## config.mk

```make
export PLATFORM = sky130hd
export DESIGN_NAME = bram0_loader_flat
export DESIGN_NICKNAME = d
export VERILOG_FILES = /design/src/rtl/bram0_loader_if.sv /design/src/rtl/bram0_loader.sv /design/src/flat_wrapper.sv
export SDC_FILE = /design/constraint.sdc
export NUM_CORES = 1
export LEC_CHECK = 0
export CORE_ASPECT_RATIO = 0.9
export CORE_MARGIN = 2
export CORE_UTILIZATION = 25
export CTS_CLUSTER_SIZE = 14
export DETAILED_ROUTE_END_ITERATION = 8
export PLACE_DENSITY = 0.4
export SLEW_MARGIN = 15
export SYNTH_ARGS = -nofsm -noshare
export SYNTH_HDL_FRONTEND = slang
export SYNTH_SLANG_ARGS = --single-unit
```

## constraint.sdc

```tcl
create_clock -name clk -period 5.1 [get_ports clk]
set_clock_uncertainty 0.2 [all_clocks]
set_input_delay 1.275 -clock clk [delete_from_list [all_inputs] [get_ports clk]]
set_output_delay 1.275 -clock clk [all_outputs]
set_load 0.02 [all_outputs]
```

## src/rtl/bram0_loader_if.sv

```systemverilog
`default_nettype none
// ============================================================================
// Module      : bram0_loader_if
// Description : Valid/ready element stream feeding the BRAM0 loader.
//               master modport : element producer (drives valid/data)
//               slave modport  : bram0_loader (drives ready)
// Signals     : s_valid_i  element valid
//               s_data_i   element value, IN_DATA_WIDTH bits
//               s_ready_o  loader accepts an element this cycle
// Revision    : 1.0 - initial release
// ============================================================================
interface bram0_loader_if #(
    parameter int IN_DATA_WIDTH = 8
) ();
    logic                     s_valid_i;
    logic [IN_DATA_WIDTH-1:0] s_data_i;
    logic                     s_ready_o;

    modport master (
        output s_valid_i,
        output s_data_i,
        input  s_ready_o
    );

    modport slave (
        input  s_valid_i,
        input  s_data_i,
        output s_ready_o
    );
endinterface
`default_nettype wire

```

## src/rtl/bram0_loader.sv

```systemverilog
`default_nettype none
// ============================================================================
// Module      : bram0_loader
// Description : Packs 4 consecutive stream elements into one DWIDTH-bit row
//               and writes the rows into BRAM0 from address 0 upwards.
// Ports       : clk, reset_n          clock / async active-low reset
//               start_load_i          start pulse, honoured in IDLE only
//               load_count_i          number of elements to load
//               s_if (slave)          element stream (valid/data/ready)
//               idle_o/run_o/done_o   state flags
//               overflow_o            load_count_i exceeded 4*MEM_SIZE
//               row_count_o           rows written by the current/last load
//               addr_b0_o/ce_b0_o/we_b0_o/d_b0_o  BRAM0 write port
// Revision    : 1.0 - initial release
// ============================================================================
module bram0_loader #(
    parameter int CNT_BIT       = 31,
    parameter int DWIDTH        = 32,
    parameter int AWIDTH        = 8,
    parameter int MEM_SIZE      = 256,
    parameter int IN_DATA_WIDTH = 8
) (
    input  logic                clk,
    input  logic                reset_n,
    input  logic                start_load_i,
    input  logic [CNT_BIT-1:0]  load_count_i,
    bram0_loader_if.slave       s_if,
    output logic                idle_o,
    output logic                run_o,
    output logic                done_o,
    output logic                overflow_o,
    output logic [AWIDTH:0]     row_count_o,
    output logic [AWIDTH-1:0]   addr_b0_o,
    output logic                ce_b0_o,
    output logic                we_b0_o,
    output logic [DWIDTH-1:0]   d_b0_o
);

    localparam logic [CNT_BIT-1:0] c_MAX_ELEMS = CNT_BIT'(4 * MEM_SIZE);
    localparam logic [CNT_BIT-1:0] c_CNT_ONE   = CNT_BIT'(1);
    localparam logic [AWIDTH:0]    c_ROW_ONE   = (AWIDTH+1)'(1);

    typedef enum logic [1:0] {
        S_IDLE  = 2'd0,
        S_RUN   = 2'd1,
        S_FLUSH = 2'd2,
        S_DONE  = 2'd3
    } state_t;

    state_t               r_state;
    state_t               w_state_next;

    logic [CNT_BIT-1:0]   r_eff_count;
    logic [CNT_BIT-1:0]   r_accepted;
    logic [1:0]           r_lane;
    logic [DWIDTH-1:0]    r_pack;
    logic                 r_overflow;
    logic [AWIDTH:0]      r_row_count;
    logic [AWIDTH-1:0]    r_addr;
    logic [DWIDTH-1:0]    r_data;
    logic                 r_ce;

    logic                 w_start;
    logic                 w_ready;
    logic                 w_fire;
    logic                 w_last;
    logic                 w_commit;
    logic [DWIDTH-1:0]    w_pack_next;

    // Ready depends only on state and the element counter so the producer
    // never sees a combinational path from its own valid.
    assign w_start  = (r_state == S_IDLE) && start_load_i;
    assign w_ready  = (r_state == S_RUN) && (r_accepted < r_eff_count);
    assign w_fire   = w_ready && s_if.s_valid_i;
    assign w_last   = w_fire && (r_accepted == (r_eff_count - c_CNT_ONE));
    assign w_commit = w_fire && ((r_lane == 2'd3) || w_last);

    assign s_if.s_ready_o = w_ready;

    // Current row with the incoming element merged into its lane.
    always_comb begin
        w_pack_next = r_pack;
        for (int l = 0; l < 4; l++) begin
            if (r_lane == 2'(l)) begin
                w_pack_next[l*IN_DATA_WIDTH +: IN_DATA_WIDTH] = s_if.s_data_i;
            end
        end
    end

    // State register
    always_ff @(posedge clk or negedge reset_n) begin
        if (!reset_n) begin
            r_state <= S_IDLE;
        end else begin
            r_state <= w_state_next;
        end
    end

    // Next-state and state-decoded outputs
    always_comb begin
        w_state_next = r_state;
        idle_o       = 1'b0;
        run_o        = 1'b0;
        done_o       = 1'b0;
        case (r_state)
            S_IDLE: begin
                idle_o = 1'b1;
                if (start_load_i) begin
                    w_state_next = (load_count_i == '0) ? S_DONE : S_RUN;
                end
            end
            S_RUN: begin
                run_o = 1'b1;
                if (w_last) begin
                    w_state_next = S_FLUSH;
                end
            end
            S_FLUSH: begin
                run_o        = 1'b1;
                w_state_next = S_DONE;
            end
            S_DONE: begin
                done_o       = 1'b1;
                w_state_next = S_IDLE;
            end
            default: begin
                w_state_next = S_IDLE;
            end
        endcase
    end

    // Datapath: counters, pack register and the one-cycle write pulse.
    // The row counter doubles as the write address, so it is advanced on
    // the same edge that raises the write pulse.
    always_ff @(posedge clk or negedge reset_n) begin
        if (!reset_n) begin
            r_eff_count <= '0;
            r_accepted  <= '0;
            r_lane      <= 2'd0;
            r_pack      <= '0;
            r_overflow  <= 1'b0;
            r_row_count <= '0;
            r_addr      <= '0;
            r_data      <= '0;
            r_ce        <= 1'b0;
        end else begin
            r_ce <= 1'b0;
            if (w_start) begin
                r_eff_count <= (load_count_i > c_MAX_ELEMS) ? c_MAX_ELEMS : load_count_i;
                r_overflow  <= (load_count_i > c_MAX_ELEMS);
                r_row_count <= '0;
                r_accepted  <= '0;
                r_lane      <= 2'd0;
                r_pack      <= '0;
            end
            if (w_fire) begin
                r_accepted <= r_accepted + c_CNT_ONE;
                if (w_commit) begin
                    r_pack      <= '0;
                    r_lane      <= 2'd0;
                    r_ce        <= 1'b1;
                    r_addr      <= r_row_count[AWIDTH-1:0];
                    r_data      <= w_pack_next;
                    r_row_count <= r_row_count + c_ROW_ONE;
                end else begin
                    r_pack <= w_pack_next;
                    r_lane <= r_lane + 2'd1;
                end
            end
        end
    end

    assign overflow_o  = r_overflow;
    assign row_count_o = r_row_count;
    assign addr_b0_o   = r_addr;
    assign d_b0_o      = r_data;
    assign ce_b0_o     = r_ce;
    assign we_b0_o     = r_ce;

endmodule
`default_nettype wire

```

## src/flat_wrapper.sv

```systemverilog
// flat-port wrapper written by rule: the top's interface ports become plain ports
module bram0_loader_flat 
#(
    parameter int CNT_BIT       = 31,
    parameter int DWIDTH        = 32,
    parameter int AWIDTH        = 8,
    parameter int MEM_SIZE      = 256,
    parameter int IN_DATA_WIDTH = 8
)
  (clk, reset_n, start_load_i, load_count_i, idle_o, run_o, done_o, overflow_o, row_count_o, addr_b0_o, ce_b0_o, we_b0_o, d_b0_o, s_if_s_valid_i, s_if_s_data_i, s_if_s_ready_o);
  bram0_loader_if #(.IN_DATA_WIDTH(IN_DATA_WIDTH)) s_if_i ();
  input  logic clk;
  input  logic reset_n;
  input  logic start_load_i;
  input  logic [CNT_BIT-1:0] load_count_i;
  output logic idle_o;
  output logic run_o;
  output logic done_o;
  output logic overflow_o;
  output logic [AWIDTH:0] row_count_o;
  output logic [AWIDTH-1:0] addr_b0_o;
  output logic ce_b0_o;
  output logic we_b0_o;
  output logic [DWIDTH-1:0] d_b0_o;
  input wire logic [$bits(s_if_i.s_valid_i)-1:0] s_if_s_valid_i;
  input wire logic [$bits(s_if_i.s_data_i)-1:0] s_if_s_data_i;
  output wire logic [$bits(s_if_i.s_ready_o)-1:0] s_if_s_ready_o;
  assign s_if_i.s_valid_i = s_if_s_valid_i;
  assign s_if_i.s_data_i = s_if_s_data_i;
  assign s_if_s_ready_o = s_if_i.s_ready_o;
  bram0_loader #(.CNT_BIT(CNT_BIT), .DWIDTH(DWIDTH), .AWIDTH(AWIDTH), .MEM_SIZE(MEM_SIZE), .IN_DATA_WIDTH(IN_DATA_WIDTH)) u_core (.clk(clk), .reset_n(reset_n), .start_load_i(start_load_i), .load_count_i(load_count_i), .s_if(s_if_i), .idle_o(idle_o), .run_o(run_o), .done_o(done_o), .overflow_o(overflow_o), .row_count_o(row_count_o), .addr_b0_o(addr_b0_o), .ce_b0_o(ce_b0_o), .we_b0_o(we_b0_o), .d_b0_o(d_b0_o));
endmodule
```

==> results.cfg <==
[yosys]
synth-simple-area-share_pct = 17.81
ys_ff_latch = 149
synth_area_um2 = 8692
synthArstFlopShare_pct = 100.0
synth_compound_area_share_pct = 20.40
muxShareOfSynthArea_pct = 4.045
syn-num-nets = 994
ys_seq_area_share_pct = 42.90
synth_area_leader_cell = dfrtp_1
synth_top_area_share_pct = 42.90
synth-edff-count = 0
avgSynthCellArea_um2 = 9.562
synth_xor_area_share_pct = 3.829
synth_cell_types = 68
yosysWarnings = 0
ys_top_cells_by_area = dfrtp_1, ha_1, o21ai_0
syn_inst = 909
synth_fa_ha_area_share_pct = 6.046
synth-main-ff-cell = dfrtp_1
synth_top_family_by_area = compound AO/OA/AOI/OAI gates

[global_route]
antenna_found_initial = 0
grt_pass1_wl_um = 44170
grt_pass1_vias = 7519
grt_max_degree = 65
grt_usage_pct = 15.45
grt.overflow.total = 0

[power]
powerDensity_nw_per_um2 = 384.5
clockPowerShare_pct = 30.1
p_leak_nw = 4.568
ir_drop_v = 0.0002339
comb_power_share_pct = 30.4
p_int_mw = 2.710
net-switching-power_mw = 1.441
seq_power_share_pct = 39.4
p_total_mw = 4.151
switching_share_pct = 34.72

[route]
drtIter0Drc = 457
drc = 0
first_pass_iters = 5
wl_per_cell_um = 18.57
vias = 7299
via_per_inst = 4.962
postRouteWirelength_um = 27320
ant_nets = 0

[layout]
fin_nets = 1081
antenna_cells = 0
fin_area_um2 = 10800
final_cells = 1471
syn2layout_area_growth_pct = 24.20
fin_util_pct = 31.65
layout_common_cells = dfrtp_1, o21ai_0, clkdlybuf4s50_1, nor2_1, nand2_1
drive_above_1_share_pct = 9.514
layout_commonest_cell = dfrtp_1

[floorplan]
die_area_um2 = 36280
core_um2 = 34110
rows = 64
die_w_um = 200.6
start_util_pct = 25.48
chipHeight_um = 180.9
io_pins = 99

[placement]
finalWeightedCongestion = 0.8251
hpwl_um = 19520
placed_cells = 1439
place.port_buffers = 98
placed_cell_area_um2 = 10220
pre_cts_ws_ns = 0.7696

[status]
status = finished, final reports clean

[worst_setup_path]
cp_data_required_time_ns = 3.62
cp_data_arrival_time_ns = 3.31
slowest_stage = clkdlybuf4s50_1
critPathMaxFanout = 6
end_kind = output port
path_class = flip-flop to output port
slowest_delay_ns = 0.56
start_kind = flip-flop
regToRegSetupSlack_ns = 0.95
crit_chain = inv_1, ha_1, nand4_1, or4_1, a2111o_1, a31oi_1, nor2_1, clkdlybuf4s50_1
crit_family = simple AND/OR/NAND/NOR gates
cp_num_buf_inv = 2

[timing]
worst_pin_slew_ns = 0.7898
hold_viol = 0
slew_headroom_pct = 47.35
fin_ws_ns = 0.3200
rsz0062_at_grt = false
fmax_mhz = 209.2
setup_violations = 0
finalCritPeriodShare_pct = 93.73
drv_slew = 0
totalNegativeSetupSlack_ns = 0
finalCriticalPeriod_ns = 4.780
hold_ws_ns = 0.2908

[clock_tree]
cts_buffers = 17
postCtsHoldBufs = 0
insertion_delay_ns = 0.44
cts_buffer_depth = 2
path_clk_slew_ns = 0.07
cts_setup_buffers = 0
root_buffer = clkbuf_16
cts_tree = yes
clkSinkCount = 149
h-tree-depth = 4
post_cts_resized = 0

[flow_run]
cap_violations = 0

[min_path]
min_path_type = flip-flop to flip-flop
power groups by stage:
| stage | Combinational [mW] | Clock, mW | Sequential (mW) |
|---|---|---|---|
| 2_1_floorplan | 0.518 | 0 | 1.81 |
| 3_3_place_gp | 1.27 | 0 | 1.67 |
| 3_5_place_dp | 1.28 | 0 | 1.66 |
| 4_1_cts | 1.29 | 1.31 | 1.64 |
| 5_1_grt | 1.39 | 1.34 | 1.68 |
| 6_report | 1.26 | 1.25 | 1.64 |
cells by family (layout without fill, tap and decap cells):
| group | after synthesis | count (layout) |
|---|---|---|
| simple gates | 283 | 283 |
| compound gates | 258 | 258 |
| flops | 149 | 149 |
| buf+inv | 105 | 205 |
| fa+ha+maj | 42 | 42 |
| xor+xnor | 38 | 38 |
| mux | 34 | 34 |
worst reg2reg max path: cells and delay by family (launching register included):
kind	cells	cell delay [ns]
and+or+nand+nor	6	2.62
AOI/OAI and AO/OA	3	0.71
DFF	1	0.50
flip-flops by register name, summed over array words and instances, names as in the netlist:
| signal | count |
|---|---|
| u_core.row_count_o | 9 |
| u_core.d_b0_o | 32 |
| u_core.addr_b0_o | 8 |
| u_core.overflow_o | 1 |
| u_core.r_pack | 32 |
| u_core.r_accepted | 31 |
| u_core.ce_b0_o | 1 |
| u_core.r_lane | 2 |
| u_core.r_eff_count | 31 |
| u_core.r_state | 2 |
synthesized netlist by cell type (8+ instances only):
cell / number
a31o_2: 10
a31oi_1: 17
xnor2_1: 25
ha_1: 42
o21ai_0: 104
nor3_1: 14
xor2_1: 13
a21oi_1: 18
mux2i_1: 25
nand2_1: 55
a211oi_1: 18
nand4_1: 17
dfrtp_1: 149
nand3_1: 31
inv_1: 50
and3_1: 23
mux2_2: 9
buf_2: 10
nand2b_1: 15
a32o_1: 24
nor4_1: 18
a221o_1: 8
o31ai_1: 10
nor2_1: 56
and2_1: 11
o41ai_1: 9
clkbuf_1: 36
final timing paths:
kind,start,end,cells past startpoint
max reg2reg,u_core.r_eff_count[5],u_core.d_b0_o[24],9
min,u_core.r_pack[2],u_core.r_pack[2],1
min reg2reg,u_core.r_pack[2],u_core.r_pack[2],1
min in group asynchronous,reset_n,u_core.overflow_o,1
max,u_core.r_eff_count[24],s_if_s_ready_o,8
max in group asynchronous,reset_n,u_core.r_pack[0],2
layout make-up:
cell class | count | area (um^2)
multi-input combinational | 655 | 4543
timing repair buffer | 123 | 1182
tap | 462 | 578.1
clock inverter | 14 | 136.4
fill | 3625 | 23320
sequential | 149 | 3729
clock buffer | 18 | 439.2
inverter | 50 | 187.7
layer usage:
metal  track usage, %  routed length [um]
met1            22.03               13870
met3            2.976                 977
met2            23.76               12050
met4            4.296                 433
met5                0                   0
Power figures use the tool's default switching activity.
